File: src/rtl/cla_pipe_adder_pkg.sv
// rtl/cla_pipe_adder_pkg.sv - sizing helpers and parameter legality for cla_pipe_adder
package cla_pipe_adder_pkg;

  function automatic int calc_ngroups(input int width, input int group);
    return (group > 0) ? width / group : 0;
  endfunction

  function automatic int calc_gps(input int ngroups, input int stages);
    return (stages > 0) ? ngroups / stages : 0;
  endfunction

  // Stage k starts with k*GPS*GROUP sum bits done; everything above is still skewed operand.
  function automatic int stage_lo(input int k, input int gps, input int group);
    return k * gps * group;
  endfunction

  function automatic bit params_legal(input int width, input int group, input int stages);
    int ng;
    ng = calc_ngroups(width, group);
    return (width > 0) && (group > 0) && (width % group == 0) &&
           (stages >= 1) && (stages <= ng) && (ng % stages == 0);
  endfunction

endpackage

File: src/rtl/cla_pipe_adder_group.sv
// rtl/cla_pipe_adder_group.sv - combinational GROUP-bit lookahead slice with group G/P
module cla_group #(
  parameter int GROUP = 4
) (
  input  logic [GROUP-1:0] a,
  input  logic [GROUP-1:0] b,
  input  logic             c_in,
  output logic [GROUP-1:0] s,
  output logic             g,
  output logic             p
);
  logic [GROUP-1:0] gen;
  logic [GROUP-1:0] prop;
  logic [GROUP-1:0] c;

  assign gen  = a & b;
  assign prop = a ^ b;
  assign p    = &prop;

  // Group generate never looks at c_in, so the upper lookahead level cannot loop through it.
  always_comb begin
    g = 1'b0;
    for (int i = 0; i < GROUP; i++) g = gen[i] | (prop[i] & g);
  end

  always_comb begin
    c    = '0;
    c[0] = c_in;
    for (int i = 1; i < GROUP; i++) c[i] = gen[i-1] | (prop[i-1] & c[i-1]);
  end

  assign s = prop ^ c;

endmodule

File: src/rtl/cla_pipe_adder.sv
// rtl/cla_pipe_adder.sv - pipelined carry-lookahead adder/subtractor with valid/ready handshake
module cla_pipe_adder
  import cla_pipe_adder_pkg::*;
#(
  parameter int WIDTH  = 32,
  parameter int GROUP  = 4,
  parameter int STAGES = 2
) (
  input  logic             clk,
  input  logic             rst,
  input  logic             in_valid,
  output logic             in_ready,
  input  logic [WIDTH-1:0] a,
  input  logic [WIDTH-1:0] b,
  input  logic             cin,
  input  logic             sub,
  output logic             out_valid,
  input  logic             out_ready,
  output logic [WIDTH-1:0] sum,
  output logic             cout,
  output logic             ovf,
  output logic             zero
);
  localparam int NGROUPS = calc_ngroups(WIDTH, GROUP);
  localparam int GPS     = calc_gps(NGROUPS, STAGES);
  localparam int SW      = GPS * GROUP;

  if (!params_legal(WIDTH, GROUP, STAGES)) begin : g_illegal
    $error("cla_pipe_adder: illegal WIDTH=%0d GROUP=%0d STAGES=%0d", WIDTH, GROUP, STAGES);
  end

  logic              adv;
  logic [STAGES-1:0] vld_q;
  logic [WIDTH-1:0]  sum_q;
  logic              cout_q;
  logic              ovf_q;
  logic              zero_q;

  assign out_valid = vld_q[STAGES-1];
  assign adv       = ~out_valid | out_ready;
  assign in_ready  = adv;

  always_ff @(posedge clk or posedge rst) begin
    if (rst) begin
      vld_q <= '0;
    end else if (adv) begin
      vld_q[0] <= in_valid;
      for (int k = 1; k < STAGES; k++) vld_q[k] <= vld_q[k-1];
    end
  end

  for (genvar k = 0; k < STAGES; k++) begin : g_stg
    localparam int LO = stage_lo(k, GPS, GROUP);
    localparam int HI = WIDTH - LO;

    logic [HI-1:0]    a_in;
    logic [HI-1:0]    b_in;
    logic             c_in;
    logic [SW-1:0]    s_stg;
    logic [LO+SW-1:0] s_all;
    logic [GPS-1:0]   grp_g;
    logic [GPS-1:0]   grp_p;
    logic [GPS:0]     grp_c;

    if (k == 0) begin : g_head
      // Subtraction folds in here as a + ~b + 1; downstream stages only ever add.
      assign a_in  = a;
      assign b_in  = sub ? ~b : b;
      assign c_in  = sub | cin;
      assign s_all = s_stg;
    end else begin : g_tail
      assign a_in  = g_stg[k-1].g_reg.a_q;
      assign b_in  = g_stg[k-1].g_reg.b_q;
      assign c_in  = g_stg[k-1].g_reg.c_q;
      assign s_all = {s_stg, g_stg[k-1].g_reg.s_q};
    end

    for (genvar j = 0; j < GPS; j++) begin : g_grp
      cla_group #(.GROUP(GROUP)) u_grp (
        .a    (a_in[j*GROUP +: GROUP]),
        .b    (b_in[j*GROUP +: GROUP]),
        .c_in (grp_c[j]),
        .s    (s_stg[j*GROUP +: GROUP]),
        .g    (grp_g[j]),
        .p    (grp_p[j])
      );
    end

    // Second-level lookahead: each group carry is a flat sum of products from c_in.
    always_comb begin
      logic carry;
      logic pchain;
      grp_c    = '0;
      grp_c[0] = c_in;
      for (int j = 0; j < GPS; j++) begin
        carry  = 1'b0;
        pchain = 1'b1;
        for (int i = j; i >= 0; i--) begin
          carry  = carry | (pchain & grp_g[i]);
          pchain = pchain & grp_p[i];
        end
        grp_c[j+1] = carry | (pchain & c_in);
      end
    end

    if (k < STAGES - 1) begin : g_reg
      logic [HI-SW-1:0] a_q;
      logic [HI-SW-1:0] b_q;
      logic [LO+SW-1:0] s_q;
      logic             c_q;

      always_ff @(posedge clk or posedge rst) begin
        if (rst) begin
          a_q <= '0;
          b_q <= '0;
          s_q <= '0;
          c_q <= 1'b0;
        end else if (adv) begin
          a_q <= a_in[HI-1:SW];
          b_q <= b_in[HI-1:SW];
          s_q <= s_all;
          c_q <= grp_c[GPS];
        end
      end
    end else begin : g_last
      logic c_msb;

      // Carry into the MSB falls out of its sum bit: s = a ^ b ^ c.
      assign c_msb = s_stg[SW-1] ^ a_in[HI-1] ^ b_in[HI-1];

      always_ff @(posedge clk or posedge rst) begin
        if (rst) begin
          sum_q  <= '0;
          cout_q <= 1'b0;
          ovf_q  <= 1'b0;
          zero_q <= 1'b0;
        end else if (adv) begin
          sum_q  <= s_all;
          cout_q <= grp_c[GPS];
          ovf_q  <= c_msb ^ grp_c[GPS];
          zero_q <= ~|s_all;
        end
      end
    end
  end

  assign sum  = sum_q;
  assign cout = cout_q;
  assign ovf  = ovf_q;
  assign zero = zero_q;

endmodule

File: config.mk
export PLATFORM = sky130hd
export DESIGN_NAME = cla_pipe_adder
export DESIGN_NICKNAME = d
export VERILOG_FILES = /design/src/rtl/cla_pipe_adder_pkg.sv /design/src/rtl/cla_pipe_adder_group.sv /design/src/rtl/cla_pipe_adder.sv
export SDC_FILE = /design/constraint.sdc
export NUM_CORES = 1
export LEC_CHECK = 0
export BUFFER_PORTS_ARGS = -buffer_cell sky130_fd_sc_hd__buf_2
export CAP_MARGIN = 20
export CORE_UTILIZATION = 30
export CTS_CLUSTER_SIZE = 14
export DETAILED_ROUTE_END_ITERATION = 6
export GPL_ROUTABILITY_DRIVEN = 1
export HOLD_SLACK_MARGIN = 0.05
export SYNTH_ARGS = -nofsm -noshare
export SYNTH_HDL_FRONTEND = slang
export SYNTH_SLANG_ARGS = --single-unit
File: constraint.sdc
create_clock -name clk -period 4.1 [get_ports clk]
set_input_delay 0 -clock clk [delete_from_list [all_inputs] [get_ports clk]]
set_output_delay 0 -clock clk [all_outputs]
set_load 0.05 [all_outputs]
==> results of run 1 <==
## cells by family after synthesis
family                     count (synthesis)  share of synthesized area, %
AOI/OAI and AO/OA                         77                         8.952
xor gates and xnor gates                  42                         7.630
adders and majority gates                 56                         17.90
buffers and inverters                     54                         4.501
DFF                                       86                         43.74
and+or+nand+nor                          208                         17.27
## metal layers
layer	GRT usage [%]	up-vias
met2	23.03	75
li1	-	1963
met5	0	-
met4	7.182	0
met3	3.198	12
met1	20.43	1768
## worst max-delay path by stage
stage	to	slack, ps	cells after the start	startpoint
floorplan	ovf	770	13	g_stg[0].g_reg.a_q[0]
global placement	ovf	600	13	g_stg[0].g_reg.a_q[0]
detailed placement	ovf	490	12	g_stg[0].g_reg.a_q[0]
CTS	ovf	470	12	g_stg[0].g_reg.a_q[0]
global route	ovf	200	13	g_stg[0].g_reg.a_q[0]
finish	ovf	480	12	g_stg[0].g_reg.a_q[0]
## synthesized netlist by cell type (all sizes together), types with 7 or more instances
library cell | instances | area share [%]
inv | 31 | 2.4
nor2 | 29 | 2.2
clkbuf | 8 | 0.61
buf | 15 | 1.5
ha | 32 | 8.1
a21oi | 33 | 3.4
o21ai | 26 | 2.7
xor2 | 22 | 3.9
xnor2 | 20 | 3.7
fa | 24 | 9.8
dfrtp | 86 | 44
nand2 | 154 | 12
nand4 | 7 | 0.89
## state kept, by name, indices dropped and copies added, names as in the netlist
signal,cells
cout,1
g_stg.g_reg.a_q,16
g_stg.g_reg.b_q,16
g_stg.g_reg.c_q,1
g_stg.g_reg.s_q,16
ovf,1
sum,32
vld_q,2
zero,1
## final cells by class
class / count / area [um2]
timing repair buffer: 145 / 908.4
tap: 216 / 270.3
multi-input combinational: 383 / 2554
clock buffer: 12 / 236.5
sequential: 86 / 2152
clock inverter: 2 / 35.03
inverter: 31 / 117.6
fill: 1674 / 9669
## critical path, delay by kind of cell (launching register included)
family	cells	cell delay (ps)
AO/OA/AOI/OAI	6	1170
flip-flops	1	380
XOR/XNOR	2	440
adder cells (fa/ha/maj)	4	1500
## timing repair
item | CTS | global route
endpoints found under the setup margin | 0 | 0
endpoints found under the hold margin | 79 | 0
setup buffers | 0 | 0
gates resized for setup | 0 | 0
hold buffers | 34 | 0
## power breakdown
group          switching (mW)  total, mW  leakage (nW)  internal (mW)
combinational            1.04       1.51          1.98          0.470
sequential              0.175       1.27          1.01           1.09
clock                   0.319      0.784         0.132          0.465
total                    1.54       3.56          3.13           2.03
## through the flow
stage | util, % | total power, mW
after floorplan | - | 2.369
after global placement | 35.51 | 2.772
after detailed placement | 35.51 | 2.792
after CTS | 39.35 | 3.619
after global routing | 39.35 | 3.816
final | 39.35 | 3.564
==> metrics.txt, run 1 <==
CP Data Arrival Time=3850 ps; Final Setup Violations=0; Max Freq=0.2765 GHz; met1 WL=5.684 mm; global-route wire length before repair=19.04 mm; Num CTS Buffers=9; ys flop type=dfrtp_1; Port Buffers=106; DRC=0; Worst Skew=5.468 ps; Hold EP=g_stg[0].g_reg.s_q[2]; sequential share of the synthesized area=43.74%; Tmin final=3617 ps; Rows=46; Vias/cell=4.363; crit start category=register; grt ovf=0; Slew headroom=44.17%; Final GP Congestion=0.7947; Register-to-Register Setup Slack=480 ps; fraction of layout cells with a size suffix above 1=19.42%; crit-path cells=ha_1, a211oi_1, o21ai_1, a21oi_1, o21bai_1, fa_1, fa_1, fa_1, xnor2_2, xnor2_1, a211oi_1, a211o_1; Max-cap violations=0; Worst Path Required=4330 ps; Die Wd=130.1 um; Register-to-Register Path Depth=12; Crit Path Category=register to register; # IOs=107; TritonCTS clock tree=built; clk sink count=86; met2 WL=5.373 mm; most frequent cells in the layout=nand2_1 (154), buf_2 (106), dfrtp_1 (86); router iterations before antenna repair=4; 1st-iter DRT viols=129; Routed WL=11.78 mm; antenna violations before repair=0; Post-synth EDFFs=0; post-route setup TNS=0 ps; part of the cycle the worst path needs=88.22%; starting density of the core=30.86%; hold slack final=93.23 ps; critical path's slowest cell=fa_1; Final Cell Area=6274 um2; core area=15,940 um2; PnR worst setup slack=483.1 ps; WL met3=482 um; H-tree Lvls=3; post-route antenna net violation count=0; Synth Instances=523; Synth-to-Final Area Change=27.52%; RSZ-0062 raised after global routing=no; Placed Area=5662 um2; RR Startpoint=g_stg[0].g_reg.a_q[0]; vias=3,818; outcome=complete, no violations; Tot GR Track Use=15.10%; synth unique cells=39; share of flip-flops with an asynchronous set or reset=100.0%; final cell count without fillers=875; P_leak=3.128 nW; DR WL/cell=13.46 um; Reg clk slew, reported paths=60 ps; Die ar.=16,920 um2; Clk Latency, worst-skew pair=340 ps; pre-CTS setup slack=495.0 ps; Seq cells post-synth=86; FF-to-FF End=ovf; mapped cell area=4920 um2; Cells after DPL=827; Ys Warns=0; # diodes=0; Syn Area/Cell=9.407 um2; vias in the first global route=3,687; max-slew violations=0; PD cells=568.1 nW/um2; worst-path fanout max=3; Root Driver=clkbuf_16; Final Hold Vio Count=0; commonest non-fill, non-tap cell in the layout=nand2_1; Min-Delay Path Class=input pin to register; die height=130.1 um; DP Wirelength=8.706 mm; buffer depth of the longest clock path=2; crit-path max cell delay=420 ps; Critical Path Sink Type=register; post-synthesis net count=649; Least-Margin Pin Slew=836.5 ps; largest net degree at the start of global routing=79; worst hold start=a[2]; Worst Hold Depth=4; CP dominant cell by count=fa_1; maximum vdd ir drop=0.0002311 V; DR top layer=met4; fin nets=782
(Power assumes the default switching activity.)
==> inputs of run 2 (changes only) <==
--- a/config.mk
+++ b/config.mk
@@ -7,6 +7,7 @@
 export LEC_CHECK = 0
 export BUFFER_PORTS_ARGS = -buffer_cell sky130_fd_sc_hd__buf_2
 export CAP_MARGIN = 20
+export CORE_ASPECT_RATIO = 1.5
 export CORE_UTILIZATION = 30
 export CTS_CLUSTER_SIZE = 14
 export DETAILED_ROUTE_END_ITERATION = 6
==> run 2 against run 1 <==
Wire length fell by 0.29%; non-clock buffer count grew 2; sequential cell count stayed put; clock skew rose by 2.4 ps; final area is 1.5% higher; register-to-register slack is essentially flat.
==> metrics.txt, run 2 (synthesized netlist as in run 1, its figures left out) <==
H-tree Lvls=3; RSZ-0062 raised after global routing=no; P_int=2.177 mW; Vias/cell=4.421; Reg power frac=34.0%; commonest non-fill, non-tap cell in the layout=nand2_1; Final GP Congestion=0.7841; DP Wirelength=8.876 mm; crit-path max cell delay=420 ps; Critical Path Sink Type=register; P_leak=3.182 nW; crit start category=register; Tmin final=3617 ps; max reg flops=32; Rows=57; DR WL/cell=13.51 um; Least-Margin Pin Slew=768.9 ps; Final Setup Violations=0; vias in the first global route=4,044; Slew headroom=48.74%; CP delay by family, top=adder cells; grt met2 use=26.74%; Num CTS Buffers=9; antenna violations before repair=0; Crit Path Category=register to register; Port Buffers=106; Synth-to-Final Area Change=29.37%; Tot GR Track Use=15.13%; Placed Area=5657 um2; Filler cells=1,696; worst hold start=a[5]; Worst Hold Depth=4; post-route setup TNS=0 ps; Hold EP=g_stg[0].g_reg.s_q[5]; Worst Path Required=4330 ps; critical path's slowest cell=fa_1; Worst Skew=7.874 ps; Register-to-Register Setup Slack=480 ps; global routing met1 resource utilization=17.50%; maximum vdd ir drop=0.0004030 V; crit-path cells=ha_1, a211oi_1, o21ai_1, a21oi_1, o21bai_1, fa_1, fa_1, fa_1, xnor2_2, xnor2_1, nand3_1, a31oi_1, a211o_1; Seq. cell area=2152 um2; Die Wd=106.6 um; 1st-iter DRT viols=122; router iterations before antenna repair=4; Root Driver=clkbuf_16; TritonCTS clock tree=built; # IOs=107; Max-cap violations=0; max-slew violations=0; sw power=1.561 mW; fin nets=784; hold slack final=80.27 ps; CP dominant cell by count=fa_1; part of the cycle the worst path needs=88.21%; buffer depth of the longest clock path=2; post-route antenna net violation count=0; Final Cell Area=6365 um2; outcome=complete, no violations; CP bufs+invs=0; Min-Delay Path Class=input pin to register; Die ar.=16,930 um2; grt ovf=0; Register-to-Register Path Depth=13; core area=16,120 um2; vias=3,842; global-route wire length before repair=19.73 mm; worst-path fanout max=3; starting density of the core=30.52%; layer with the highest usage=met2; area of the multi-input gates=2554 um2; sw frac=41.77%; Clk pwr share=25.5%; DRC=0; FF-to-FF End=ovf; Reg clk slew, reported paths=70 ps; die height=158.8 um; PD cells=587.3 nW/um2; fraction of layout cells with a size suffix above 1=20.36%; global routing usage on met3=3.407%; Comb power frac=40.5%; setup bufs post-CTS=0; clk sink count=86; RR Startpoint=g_stg[0].g_reg.a_q[0]; Clk Latency, worst-skew pair=340 ps; largest net degree at the start of global routing=79; Routed WL=11.74 mm; most frequent cells in the layout=nand2_1 (154), buf_2 (106), dfrtp_1 (86); CP Data Arrival Time=3850 ps; # diodes=0; Final Hold Vio Count=0; Max Freq=0.2765 GHz
-- run 2: cell types whose count changed in the layout (fill, tap and decap cells not counted) --
cell	delta
buf_12	+1
buf_4	+1
bufinv_16	+2
clkbuf_1	-3
clkbuf_8	+1
clkinv_2	+1
clkinv_4	+1
-- run 2: tightest hold or removal path: stages --
cell,delay [ps]
buf_2,110
inv_1,70
fa_1,160
a21oi_1,50
-- run 2: worst max path at each step --
stage / start / to / cells after the start
after floorplan: g_stg[0].g_reg.a_q[0] / ovf / 13
final: g_stg[0].g_reg.a_q[0] / ovf / 13
after detailed placement: g_stg[0].g_reg.a_q[0] / zero / 11
after global routing: g_stg[0].g_reg.a_q[0] / ovf / 13
after CTS: g_stg[0].g_reg.a_q[0] / zero / 11
after global placement: g_stg[0].g_reg.a_q[0] / ovf / 13
-- run 2: power by group through the flow --
stage / clock [mW] / combinational (mW) / sequential [mW]
after floorplan: 0 / 0.621 / 1.75
after global placement: 0 / 1.49 / 1.28
after detailed placement: 0 / 1.51 / 1.29
after CTS: 0.977 / 1.54 / 1.27
after global routing: 1.02 / 1.67 / 1.31
final: 0.955 / 1.51 / 1.27
-- run 2: what timing repair did --
action | CTS | global route
gates resized for setup | 0 | 0
endpoints found under the hold margin | 87 | 0
hold buffers | 34 | 0
-- run 2: layer usage --
metal / wire length (um) / part of all wire [%]
met1: 4956 / 42
met2: 6104 / 52
met3: 470 / 4.0
met4: 212 / 1.8
met5: 0 / 0
-- run 2: area by class of cell --
class | instances | area share [%]
well taps | 206 | 4.050
repair buffers | 147 | 14.70
multi-input cells | 383 | 40.12
clock buffers | 10 | 3.755
inverters | 31 | 1.848
flip-flops and latches | 86 | 33.81
clock inverters | 6 | 1.710
-- run 2: stage by stage --
stage | util, % | setup slack, ps | instances | power (mW)
floorplan | - | 771.7 | 523 | 2.369
detailed placement | 35.10 | 478.1 | 818 | 2.798
global route | 39.49 | 219.5 | 869 | 3.998
global placement | 35.10 | 523.5 | 818 | 2.773
finish | 39.49 | 483.2 | 869 | 3.738
CTS | 39.37 | 455.8 | 868 | 3.793
